## src/rtl/pic_pkg.sv

```systemverilog
// Shared definitions for the interrupt priority resolver: channel count,
// index width, FSM state encoding, spurious index and a priority-rank helper.
package pic_pkg;

  localparam int unsigned NUM_IRQ = 8;
  localparam int unsigned IDX_W   = 3;

  // Index reported when no candidate exists, and the channel that is lowest
  // priority out of reset (IR0 highest).
  localparam logic [IDX_W-1:0] SPURIOUS_IDX    = IDX_W'(7);
  localparam logic [IDX_W-1:0] RESET_LOWEST_IDX = IDX_W'(7);

  typedef enum logic {
    IDLE,
    WAIT_ACK2
  } pic_state_e;

  // Rank of a channel under the current rotation: 0 is highest priority,
  // NUM_IRQ-1 is the lowest-priority channel itself.
  function automatic logic [IDX_W-1:0] prio_rank(input logic [IDX_W-1:0] idx,
                                                 input logic [IDX_W-1:0] lowest);
    prio_rank = idx - lowest - IDX_W'(1);
  endfunction

endpackage

```

## src/rtl/pic_rot_prio_enc.sv

```systemverilog
// Rotating priority encoder: finds the highest-priority set bit of cand_i when
// priority runs from (lowest_prio_i+1) mod 8 upward, wrapping to lowest_prio_i.
//   cand_i        request vector to search
//   lowest_prio_i channel currently at lowest priority
//   valid_o       at least one bit of cand_i is set
//   idx_o         winning channel, SPURIOUS_IDX when valid_o is 0
module pic_rot_prio_enc
  import pic_pkg::*;
(
  input  logic [NUM_IRQ-1:0] cand_i,
  input  logic [IDX_W-1:0]   lowest_prio_i,
  output logic               valid_o,
  output logic [IDX_W-1:0]   idx_o
);

  logic [IDX_W-1:0] pos;

  // Walk from lowest to highest priority so the last hit is the winner.
  always_comb begin
    valid_o = 1'b0;
    idx_o   = SPURIOUS_IDX;
    pos     = '0;
    for (int k = int'(NUM_IRQ) - 1; k >= 0; k--) begin
      pos = lowest_prio_i + IDX_W'(k + 1);
      if (cand_i[pos]) begin
        valid_o = 1'b1;
        idx_o   = pos;
      end
    end
  end

endmodule

```

## src/rtl/irq_priority_resolver.sv

```systemverilog
// 8-channel interrupt priority resolver with edge/level capture, masking,
// fully nested in-service blocking, rotating priority and a two-pulse INTA
// acknowledge handshake.
//   clk, rst             clock, synchronous active-high reset
//   ir_in, ltim          request lines and trigger mode (1 = level)
//   imr, in_service      request mask and in-service vector
//   rotate_en/_set/_idx  rotation control
//   eoi_valid, eoi_idx   end-of-interrupt notification
//   ack1, ack2           first and second INTA pulses
//   int_out              registered interrupt request to the CPU
//   highest_priority_idx selected channel
//   irr, lowest_prio     request register and current lowest-priority channel
module irq_priority_resolver
  import pic_pkg::*;
(
  input  logic               clk,
  input  logic               rst,
  input  logic [NUM_IRQ-1:0] ir_in,
  input  logic               ltim,
  input  logic [NUM_IRQ-1:0] imr,
  input  logic [NUM_IRQ-1:0] in_service,
  input  logic               rotate_en,
  input  logic               rotate_set,
  input  logic [IDX_W-1:0]   rotate_idx,
  input  logic               eoi_valid,
  input  logic [IDX_W-1:0]   eoi_idx,
  input  logic               ack1,
  input  logic               ack2,
  output logic               int_out,
  output logic [IDX_W-1:0]   highest_priority_idx,
  output logic [NUM_IRQ-1:0] irr,
  output logic [IDX_W-1:0]   lowest_prio
);

  pic_state_e         state_q, state_d;
  logic [NUM_IRQ-1:0] ir_q;
  logic [NUM_IRQ-1:0] irr_q, irr_d;
  logic [IDX_W-1:0]   sel_q, sel_d;
  logic               int_q, int_d;
  logic [IDX_W-1:0]   lowest_q, lowest_d;

  logic [NUM_IRQ-1:0] cand;
  logic [NUM_IRQ-1:0] set_req;
  logic               win_valid, isr_valid;
  logic [IDX_W-1:0]   win_idx, isr_idx;
  logic               req_ok;

  assign cand    = irr_q & ~imr;
  assign set_req = ltim ? ir_in : (ir_in & ~ir_q);

  // Best pending candidate.
  pic_rot_prio_enc u_win_enc (
    .cand_i        (cand),
    .lowest_prio_i (lowest_q),
    .valid_o       (win_valid),
    .idx_o         (win_idx)
  );

  // Highest-priority channel currently in service.
  pic_rot_prio_enc u_isr_enc (
    .cand_i        (in_service),
    .lowest_prio_i (lowest_q),
    .valid_o       (isr_valid),
    .idx_o         (isr_idx)
  );

  // Fully nested: the candidate must strictly outrank every in-service channel.
  assign req_ok = win_valid &&
                  (!isr_valid || (prio_rank(win_idx, lowest_q) < prio_rank(isr_idx, lowest_q)));

  // Next-state, request register and rotation logic.
  always_comb begin
    state_d  = state_q;
    sel_d    = sel_q;
    int_d    = 1'b0;
    irr_d    = irr_q;
    lowest_d = lowest_q;

    // New requests are frozen while an acknowledge sequence is open.
    if (state_q == IDLE) begin
      irr_d = irr_q | set_req;
    end
    irr_d = irr_d & ir_in;

    case (state_q)
      IDLE: begin
        int_d = req_ok;
        if (ack1) begin
          state_d = WAIT_ACK2;
          int_d   = 1'b0;
          sel_d   = win_valid ? win_idx : SPURIOUS_IDX;
          // Clearing the acknowledged bit overrides any same-cycle set.
          if (win_valid) begin
            irr_d[win_idx] = 1'b0;
          end
        end
      end
      WAIT_ACK2: begin
        if (ack2) begin
          state_d = IDLE;
        end
      end
      default: state_d = IDLE;
    endcase

    if (rotate_set) begin
      lowest_d = rotate_idx;
    end else if (eoi_valid && rotate_en) begin
      lowest_d = eoi_idx;
    end
  end

  always_ff @(posedge clk) begin
    if (rst) begin
      state_q  <= IDLE;
      ir_q     <= '0;
      irr_q    <= '0;
      sel_q    <= '0;
      int_q    <= 1'b0;
      lowest_q <= RESET_LOWEST_IDX;
    end else begin
      state_q  <= state_d;
      ir_q     <= ir_in;
      irr_q    <= irr_d;
      sel_q    <= sel_d;
      int_q    <= int_d;
      lowest_q <= lowest_d;
    end
  end

  assign highest_priority_idx = (state_q == WAIT_ACK2) ? sel_q : win_idx;
  assign int_out              = int_q;
  assign irr                  = irr_q;
  assign lowest_prio          = lowest_q;

endmodule

```

## config.mk

```make
export PLATFORM = sky130hd
export DESIGN_NAME = irq_priority_resolver
export DESIGN_NICKNAME = d
export VERILOG_FILES = /design/src/rtl/pic_pkg.sv /design/src/rtl/pic_rot_prio_enc.sv /design/src/rtl/irq_priority_resolver.sv
export SDC_FILE = /design/constraint.sdc
export NUM_CORES = 1
export LEC_CHECK = 0
export ABC_AREA = 0
export BUFFER_PORTS_ARGS = -buffer_cell sky130_fd_sc_hd__buf_2
export CORE_ASPECT_RATIO = 1.5
export CORE_UTILIZATION = 50
export CTS_BUF_LIST = sky130_fd_sc_hd__clkbuf_16
export CTS_CLUSTER_SIZE = 14
export DETAILED_ROUTE_END_ITERATION = 8
export PLACE_DENSITY = 0.76
export SKIP_LAST_GASP = 1
export SYNTH_ARGS = -nofsm -noshare
export SYNTH_HDL_FRONTEND = slang
export SYNTH_SLANG_ARGS = --single-unit
```

## constraint.sdc

```tcl
create_clock -name clk -period 4.4 [get_ports clk]
set_input_delay 0.44 -clock clk [delete_from_list [all_inputs] [get_ports clk]]
set_output_delay 0.44 -clock clk [all_outputs]
set_load 0.005 [all_outputs]
```

After elaboration in Yosys (flattened, before gate mapping) --
Cells that the tools add are included.
Operators by class: bitwise logic cells 9, reduce and logical (&&, ||, !) cells 8, add/sub/neg operators 11, multiplexer cells 78, order comparisons 11
Operator list (number):
- $mux 3 | 20
- $bmux 1 s3 | 16
- $mux 8 | 5
- $lt 3x4->1 const B | 9
- $mux 1 | 35
- $and 8x8->8 | 4
- $not 8->8 | 3
- $add 3x3->3 const B | 4
- $or 8x8->8 | 1
- $add 3x2->3 const B | 2
- $sub 3x1->3 const B | 2
- $sub 3x3->3 | 2
- $add 3x1->3 const B | 1
- $demux 1 s3 | 1
- $ge 3x1->1 const B | 1
- $logic_and 1x1->1 | 3
- $lt 3x3->1 | 1
- $reduce_or 3->1 | 1
- $pmux 1 s2 | 1
- $reduce_and 2->1 | 1
- $reduce_bool 2->1 | 1
- $logic_not 1->1 | 1
- $logic_or 1x1->1 | 1
- $not 1->1 | 1
Word-level totals: input bits 38, bits in registers 24, logic and storage cells 123

Depth between registers and ports, before layout --
Gate-level depths: netlist (run 1).
depth in word-level cells 21, mapped depth 20, mapped depth without buffers 17

Hierarchy --
Synthesis (run 1) repeated with hierarchy kept, for this count alone.
Second synthesis, totals: cells, all modules 317, area total of the unflattened synthesis 2907.8 sq um
By module, submodules not included:
- pic_rot_prio_enc | times used 2, cells each 101, area each 874.6 sq um, sequential area each 0.0 sq um
- irq_priority_resolver | times used 1, cells each 115, area each 1158.6 sq um, sequential area each 480.5 sq um

Worst setup path after synthesis (run 1) --
No wires, ideal clock.
path kind register to register, start register lowest_q[0], in the netlist lowest_prio[0], end register int_q, in the netlist int_out, arrival 4.057 ns, period minus slack after synthesis 4.174 ns, stages on the path, launching flop included 20, library setup time 0.117 ns, path slack 0.226 ns, path through dfxtp_1 buf_6 inv_4 buf_6 ha_1 buf_2 xnor2_1 mux4_2 o21a_1 o22a_1 nand2_1 inv_1 ha_1 fa_1 xnor2_1 xnor2_1 ha_1 a21oi_1 a41o_1 and4b_1
Between the ends: word-level cells in the longest chain between the ends 15
RTL lines:
- start: declaration | line irq_priority_resolver.sv:40 | logic [IDX_W-1:0] lowest_q, lowest_d;
- start signal: assignment | line irq_priority_resolver.sv:127 | lowest_q <= lowest_d;
- $add 3x3->3 or $bmux 1 s3 (tied branches) | line pic_rot_prio_enc.sv:24, pic_rot_prio_enc.sv:25
- $bmux 1 s3 or $mux 1 (tied branches) | line pic_rot_prio_enc.sv:25 | if (cand_i[pos]) begin
- $mux 1 (implied by the code) or $mux 3 (tied branches) | line pic_rot_prio_enc.sv:25
- $mux 3 (7 in a row) | line pic_rot_prio_enc.sv:25
- $sub 3x3->3 | line pic_pkg.sv:22 | prio_rank = idx - lowest - IDX_W'(1);
- $sub 3x1->3 | line pic_pkg.sv:22
- $lt 3x3->1 | line irq_priority_resolver.sv:69 | (!isr_valid || (prio_rank(win_idx, lowest_q) < prio_rank(isr_idx, lowest_q)));
- $logic_or 1x1->1 | line irq_priority_resolver.sv:69
- $logic_and 1x1->1 (*) | line irq_priority_resolver.sv:68 | assign req_ok = win_valid &&
- end signal: assignment | line irq_priority_resolver.sv:126 | int_q <= int_d;
- end: declaration | line irq_priority_resolver.sv:39 | logic int_q, int_d;
Every way passes the cells marked *; elsewhere a longest branch is shown, timed or not. The select of a mux whose other input is x is not followed. A chain may end at the register's enable or synchronous reset.

Worst setup path after layout (run 1) --
Ends and elaborated chain as after synthesis.

==> results_dict.tcl, run 1 <==
set metrics [dict create \
    outcome "finished, violations left" \
    violations "DRC" \
    die-width_um 61.4 \
    drive_gt1_frac 0.311 \
    synth_cells 294 \
    die-area_um2 5590 \
    globalRoute.totalOverflow 0 \
    finalWorstPathRequiredPeriod_ns 4.09 \
    std_cell_rows 32 \
    net-switching-power_uw 370 \
    design.portCount 53 \
    pwr-share-comb 0.534 \
    syn_area_per_cell_um2 8.99 \
    wire_per_inst_um 16.7 \
    period_share 0.929 \
    dpl.hpwl_mm 5.41 \
    synth-simple-area-share 0.182 \
    finalWeightedCongestion 0.970 \
    initial_antenna_violation_count 0 \
    path_clk_slew_ns 0.06 \
    muxShareOfSynthArea 0.270 \
    cts.repair_timing.setup_buffer_count 0 \
    vias_per_cell 6.22 \
    timing.setup.tns_ns 0 \
    post_synth_xor_area_fraction 0.0331 \
    critical_path.endpoint_type "flop" \
    chipHeight_um 91.1 \
    number_of_buffers_created_by_cts 3 \
    n_antenna_cell 0 \
    static-leakage-power_uw 0.00128 \
    synthAdderAreaFrac 0.0435 \
    syn_nets 340 \
    detailroute.via_count 2581 \
    cts_hold_buf 0 \
    cts_repair_resize_count 0 \
    synth_seq_cells 24 \
    worst_r2r_startpoint "lowest_prio[0]" \
    post_synth_main_area_contributors "dfxtp_1, mux4_2, mux2i_1" \
    synth-compound-area-share 0.235 \
    setup_repair_after_global_routing_missed_its_margin "no" \
    hold_ws_ns 0.357 \
    report.final.setup_viol 0 \
    dominantRegCellSynth "dfxtp_1" \
    p_per_area_nw_per_um2 315 \
    clock_latency_ns 0.26 \
    cts_tree "built" \
    detailedRoute.firstIterationViolations 155 \
    setup.reg_to_reg.worst_slack_ns 0.31 \
    io_buffers 52 \
    cts.sink_count 24 \
    drv_slew 0 \
    critical_path.max_fanout 6 \
    timing.hold.worst.class "in2reg" \
    finalNonFillerCells 415 \
    areaGrowthSynthToFinish_pct 15.9 \
    synth_edf_count 0 \
    synth.yosys.warnings 0 \
    ys_types 61 \
    power.internal_uw 594 \
    filler_cell_count_in_the_final_layout 495 \
    core_area_um2 5120 \
    route.antenna.remaining_nets 0 \
    grt_max_degree 28 \
    drtPass1Iterations 6 \
    final.setup_skew_ns 0.00198 \
    ir_worst_vdd_mv 0.212 \
    mappedNetlistArea_um2 2640 \
    worst_setup_path_start_kind "flop" \
    dpl-instance-area_um2 2980 \
    final_net_count 394 \
    critical_path_class "reg2reg" \
    switching_share 0.384 \
    synth.yosys.seq_area_share 0.182 \
    share_seq_of_total_power 0.258 \
    timing.critical_path.arrival_ns 4.29 \
    fmax_mhz 245 \
    htree_num_levels 1 \
    ctsLongestPathBuffers 2 \
    synth_top_family_by_area "multiplexers" \
    timing_worst_slew_pin_value_ns 0.687 \
    cts-root-buf "clkbuf_16" \
    synth_largest_area_cell "dfxtp_1" \
    p_clk_frac 0.208 \
    grt_util_all_layers 0.267 \
    first_global_vias 2521 \
    route.final.wire_length_mm 6.91 \
    hold_viol_final 0 \
    placed_cells 411 \
    initial_utilization 0.516 \
    setup.worst_path.start "lowest_prio[0]" \
    synthDominantCellAreaShare 0.182 \
    final_cell_mix "buf_2, nand2_1, dfxtp_1, a21oi_1" \
    max_cap_violations 0 \
    hp-start "ack2" \
    asyncSetResetFlopFracSynth 0 \
    layout.cell_area.non_filler_um2 3060 \
    drcViolationCount 1 \
    slew-limit-headroom 0.538 \
    critical_path_rt_ns 4.61 \
    grt_first_pass_wirelength_mm 11.4 \
    layout.cells.most_common "buf_2" \
    power.total_uw 963 \
]
sequential cells by signal, summed over array words and instances (netlist names):
register,flops
sel_q,3
ir_q,8
state_q,1
int_out,1
lowest_prio,3
irr,8
metrics by stage:
| step | util | setup WS, ns |
|---|---|---|
| floorplan | - | 0.226 |
| global placement | 0.582 | 0.364 |
| detailed placement | 0.582 | 0.305 |
| CTS | 0.598 | 0.301 |
| global route | 0.598 | 0.0567 |
| finish | 0.598 | 0.312 |
synth_stat cells (4+ instances only):
cell type and count:
a211oi_1 11, a21oi_1 22, a221oi_1 4, a31oi_1 7, buf_2 6, clkbuf_1 6, dfxtp_1 24, ha_1 6
inv_1 6, mux2_2 5, mux2i_1 15, mux4_2 20, nand2_1 27, nand2b_1 10, nor2_1 15, nor2b_1 20
nor3_1 5, o21ai_0 15, o21ai_1 4, xnor2_1 7
critical path, cell delays in order (launching register included):
cell,delay [ns]
dfxtp_1,0.37
inv_4,0.04
ha_1,0.21
xnor2_1,0.56
mux4_2,0.62
or3b_1,0.38
o32a_4,0.43
clkinv_4,0.10
fa_1,0.42
ha_1,0.30
a21o_1,0.15
a21oi_1,0.14
a41o_1,0.12
and4b_1,0.19
power by group through the flow:
stage	Clock (uW)	Sequential, uW	Combinational (uW)
after floorplan	0	249	380
after global placement	0	253	502
after detailed placement	0	254	511
after CTS	201	249	513
after global routing	208	251	568
final	200	249	514
worst paths after layout:
check,end,cells past startpoint
hold / removal,state_q,2
setup / recovery,int_out,13
hold reg to reg,sel_q[0],2
setup reg to reg,int_out,13
cell type report:
type	instances	area, um^2	area share
timing repair buffer	65	358	0.117
inverter	9	41.3	0.0135
sequential	24	480	0.157
clock buffer	3	75.1	0.0245
clock inverter	1	3.75	0.00123
tap	68	85.1	0.0278
multi-input combinational	245	2020	0.659
cell families (layout without fill, tap and decap cells):
| family | Yosys count | in the layout |
|---|---|---|
| flip-flops | 24 | 24 |
| buffers and inverters | 25 | 78 |
| adder cells (fa/ha/maj) | 8 | 8 |
| XOR/XNOR | 10 | 10 |
| AND/OR/NAND/NOR | 93 | 93 |
| AO/OA/AOI/OAI | 90 | 90 |
| multiplexers | 44 | 44 |
metal layers:
layer / up-vias / track usage / routed length, um
li1: 1236 / - / -
met2: 96 / 0.466 / 3600
met3: 22 / 0.0199 / 334
met4: 0 / 0.137 / 256
met5: - / 0 / 0
met1: 1227 / 0.312 / 2730
Note: power is estimated with default switching activity, not from simulation.
==> run 2, diff against run 1 <==
CORE_ASPECT_RATIO = 1.25   (was 1.5)
==> results_dict.tcl, run 2 (synthesis gave the netlist of run 1 again) <==
set metrics [dict create \
    design.portCount 53 \
    hp-start "ack2" \
    period_share 0.929 \
    worst_setup_path_start_kind "flop" \
    p_per_area_nw_per_um2 315 \
    die-width_um 67.0 \
    areaGrowthSynthToFinish_pct 16.2 \
    timing.hold.worst.class "in2reg" \
    outcome "completed" \
    first_global_vias 2643 \
    die-area_um2 5580 \
    finalWeightedCongestion 1.01 \
    reg2reg_to "int_out" \
    chipHeight_um 83.3 \
    fmax_mhz 245 \
    drive_gt1_frac 0.318 \
    ir_worst_vdd_mv 0.229 \
    ctsLongestPathBuffers 2 \
    cts.sink_count 24 \
    final_net_count 396 \
    grt_max_degree 23 \
    worst_r2r_startpoint "lowest_prio[0]" \
    drcViolationCount 0 \
    max_cap_violations 0 \
    reg2regPathDepth 16 \
    number_of_buffers_created_by_cts 3 \
    grt_util_all_layers 0.281 \
    timing.critical_path.arrival_ns 4.24 \
    critical_path.endpoint_type "flop" \
    critical_path_class "reg2reg" \
    timing_worst_slew_pin_value_ns 0.555 \
    std_cell_rows 29 \
    worst_hold_path.num_cells 2 \
    static-leakage-power_uw 0.00128 \
    cts.repair_timing.setup_buffer_count 0 \
    initial_utilization 0.520 \
    detailroute.via_count 2574 \
    n_antenna_cell 0 \
    cts_hold_buf 0 \
    route.final.wire_length_mm 7.19 \
    final_cell_mix "buf_2, nand2_1, dfxtp_1, a21oi_1" \
    route.antenna.remaining_nets 0 \
    fin_util 0.605 \
    cts_tree "built" \
    critical_path.max_fanout 9 \
    report.final.setup_viol 0 \
    htree_num_levels 1 \
    hold_viol_final 0 \
    slew-limit-headroom 0.620 \
    core_area_um2 5080 \
    final.setup_skew_ns 0.00236 \
    path_clk_slew_ns 0.06 \
    detailedRoute.firstIterationViolations 192 \
    globalRoute.totalOverflow 0 \
    io_buffers 52 \
    grt_first_pass_wirelength_mm 12.2 \
    setup_repair_after_global_routing_missed_its_margin "no" \
    drtPass1Iterations 4 \
    critical_path_rt_ns 4.55 \
    dpl.hpwl_mm 5.66 \
    cts_repair_resize_count 0 \
    vias_per_cell 6.26 \
    timing.setup.tns_ns 0 \
    clock_latency_ns 0.26 \
    layout.cells.most_common "buf_2" \
    initial_antenna_violation_count 0 \
    hold_end "state_q" \
    setup.reg_to_reg.worst_slack_ns 0.31 \
    finalWorstPathRequiredPeriod_ns 4.09 \
    drv_slew 0 \
    cts-root-buf "clkbuf_16" \
    wire_per_inst_um 17.5 \
]
-- run 2: cell types whose count changed in the layout (fill, tap and decap cells not counted) --
| cell | before | now |
|---|---|---|
| buf_4 | 13 | 15 |
| ha_1 | 6 | 5 |
| ha_2 | 0 | 1 |
-- run 2: final cells by class --
type                            instances  area (um^2)
Multi-Input combinational cell        245         2020
Fill cell                             459         2010
Sequential cell                        24          480
Timing Repair Buffer                   67          373
Tap cell                               62         77.6
Clock buffer                            3         75.1
Inverter                                9         41.3
Clock inverter                          1         3.75
-- run 2: worst max-delay path by stage --
stage	depth (start not counted)	from	endpoint
2_1_floorplan	19	lowest_prio[0]	int_out
3_3_place_gp	16	lowest_prio[0]	int_out
3_5_place_dp	16	lowest_prio[0]	int_out
4_1_cts	16	lowest_prio[0]	int_out
5_1_grt	16	lowest_prio[0]	int_out
6_report	16	lowest_prio[0]	int_out
-- run 2: per-layer routing --
| layer | track usage | share of wire |
|---|---|---|
| met5 | 0 | 0 |
| met4 | 0.116 | 0.033 |
| met3 | 0.0247 | 0.042 |
| met2 | 0.481 | 0.52 |
| met1 | 0.349 | 0.41 |
-- run 2: report_power, final --
group / leakage [uW] / switching, uW / internal [uW] / total, uW
sequential: 0.000199 / 15.4 / 235 / 250
clock: 0.0000385 / 79.4 / 122 / 201
combinational: 0.00105 / 277 / 240 / 517
-- run 2: critical path, cell delays in order (launching register included) --
cell and delay (ns):
dfxtp_1 0.44, inv_4 0.04, ha_2 0.43, mux4_2 0.56, nand2_1 0.11, nand2_1 0.10
nor3_1 0.28, nor2b_1 0.08, o41ai_1 0.34, o21ai_1 0.15, fa_1 0.41, xnor2_1 0.18
xnor2_1 0.10, ha_1 0.28, a21oi_1 0.06, a41o_1 0.20, and4b_1 0.20
-- run 2: through the flow --
stage | hold slack, ns | area (um^2) | cells | power [uW] | setup WS (ns)
after floorplan | 0.437 | 2640 | 294 | 629 | 0.226
after global placement | 0.444 | 2990 | 407 | 756 | 0.409
after detailed placement | 0.448 | 2990 | 407 | 768 | 0.284
after CTS | 0.362 | 3070 | 411 | 969 | 0.260
after global routing | 0.370 | 3070 | 411 | 1040 | 0.0401
final | 0.364 | 3070 | 411 | 968 | 0.310
==> run 3, diff against run 2 <==
CTS_BUF_LIST = sky130_fd_sc_hd__clkbuf_2   (was sky130_fd_sc_hd__clkbuf_16)
==> results_dict.tcl, run 3 (synthesis gave the netlist of run 1 again) <==
set metrics [dict create \
    outcome "completed" \
    first_global_vias 2613 \
    drv_slew 0 \
    chipHeight_um 83.3 \
    drtPass1Iterations 4 \
    detailroute.via_count 2568 \
    vias_per_cell 6.25 \
    route.final.wire_length_mm 7.05 \
    max_cap_violations 0 \
    report.final.setup_viol 0 \
    setup.worst_path.start "lowest_prio[1]" \
    route.antenna.remaining_nets 0 \
    grt_util_all_layers 0.272 \
    timing.hold.worst.class "in2reg" \
    fmax_mhz 244 \
    grt_max_degree 23 \
    initial_utilization 0.520 \
    ir_worst_vdd_mv 0.176 \
    worst_setup_path_start_kind "flop" \
    finalWorstPathRequiredPeriod_ns 4.09 \
    cts-root-buf "clkbuf_2" \
    number_of_buffers_created_by_cts 3 \
    initial_antenna_violation_count 0 \
    hold_ws_ns 0.242 \
    period_share 0.930 \
    layout.cells.most_common "buf_2" \
    critical_path_class "reg2reg" \
    n_antenna_cell 0 \
    critical_path.endpoint_type "flop" \
    dpl.hpwl_mm 5.66 \
    detailroute.wirelength.met2_mm 3.73 \
    drive_gt1_frac 0.318 \
    finalWeightedCongestion 1.01 \
    setup_repair_after_global_routing_missed_its_margin "no" \
    timing_worst_slew_pin_value_ns 0.538 \
    cts_hold_buf 0 \
    hold_viol_final 0 \
    die-width_um 67.0 \
    dr.max_layer_used "met4" \
    hp-start "ack2" \
    static-leakage-power_uw 0.00126 \
    design.portCount 53 \
    pre_cts_slack_ns 0.284 \
    core_area_um2 5080 \
    areaGrowthSynthToFinish_pct 14.0 \
    met1Wirelength_mm 2.82 \
    dpl-instance-area_um2 2990 \
    slew-limit-headroom 0.631 \
    std_cell_rows 29 \
    timing.setup.tns_ns 0 \
    cts.sink_count 24 \
    final.setup_skew_ns 0.00147 \
    io_buffers 52 \
    layout_setup_ws_ns 0.310 \
    detailedRoute.firstIterationViolations 164 \
    grt_first_pass_wirelength_mm 12.0 \
    filler_cell_count_in_the_final_layout 468 \
    die-area_um2 5580 \
    layout.cell_area.non_filler_um2 3010 \
    htree_num_levels 1 \
    final_net_count 396 \
    drcViolationCount 0 \
    ctsLongestPathBuffers 2 \
    critical_path_rt_ns 4.67 \
    final_cell_mix "buf_2, nand2_1, dfxtp_1, a21oi_1" \
    wire_per_inst_um 17.2 \
    cts_tree "built" \
    critical_path.max_fanout 22 \
    clock_latency_ns 0.34 \
    globalRoute.totalOverflow 0 \
    worst_r2r_startpoint "lowest_prio[1]" \
    p_per_area_nw_per_um2 283 \
    timing.critical_path.arrival_ns 4.36 \
    route.met3.wl_um 337 \
    path_clk_slew_ns 0.23 \
]
-- run 3: metrics by stage --
| stage | instances | power, uW | utilization |
|---|---|---|---|
| floorplan | 294 | 629 | - |
| global placement | 407 | 756 | 0.589 |
| detailed placement | 407 | 768 | 0.589 |
| CTS | 411 | 856 | 0.593 |
| global route | 411 | 925 | 0.593 |
| finish | 411 | 853 | 0.593 |
-- run 3: cell type report --
| class | instances | area [um^2] | area share |
|---|---|---|---|
| well taps | 62 | 77.6 | 0.0257 |
| clock buffers | 3 | 15.0 | 0.00498 |
| repair buffers | 67 | 373 | 0.124 |
| inverters | 9 | 41.3 | 0.0137 |
| flip-flops and latches | 24 | 480 | 0.159 |
| multi-input cells | 245 | 2020 | 0.671 |
| clock inverters | 1 | 3.75 | 0.00125 |
-- run 3: path summary, 6_finish.rpt --
check,to,cells past startpoint,slack (ns)
max,int_out,16,0.31
min,state_q,2,0.24
max reg2reg,int_out,16,0.31
min reg2reg,sel_q[0],2,0.47
-- run 3: metal layers --
layer / up-vias / GRT usage
li1: 1236 / -
met1: 1212 / 0.334
met2: 104 / 0.481
met5: - / 0
met3: 16 / 0.0206
met4: 0 / 0.0948
-- run 3: power by group --
group | leakage [uW] | internal (uW) | switching [uW]
Clock | 0.0000140 | 19.8 | 68.4
Sequential | 0.000199 | 235 | 15.3
Combinational | 0.00105 | 240 | 274
Total | 0.00126 | 496 | 358
-- run 3: repair_timing --
action	in CTS	in global routing
gates resized for setup	0	1
setup buffers	0	0
setup endpoints to repair	0	1
-- run 3: worst max-delay path, cell delays in order, from the launching register on --
cell,delay (ns)
dfxtp_1,0.37
buf_4,0.22
ha_1,0.25
xnor2_1,0.34
mux4_2,0.59
a21oi_1,0.25
o211ai_2,0.19
nand2_1,0.13
inv_1,0.05
ha_1,0.19
fa_1,0.40
xnor2_1,0.14
xnor2_1,0.13
ha_1,0.29
a21oi_1,0.06
a41o_1,0.20
and4b_1,0.20
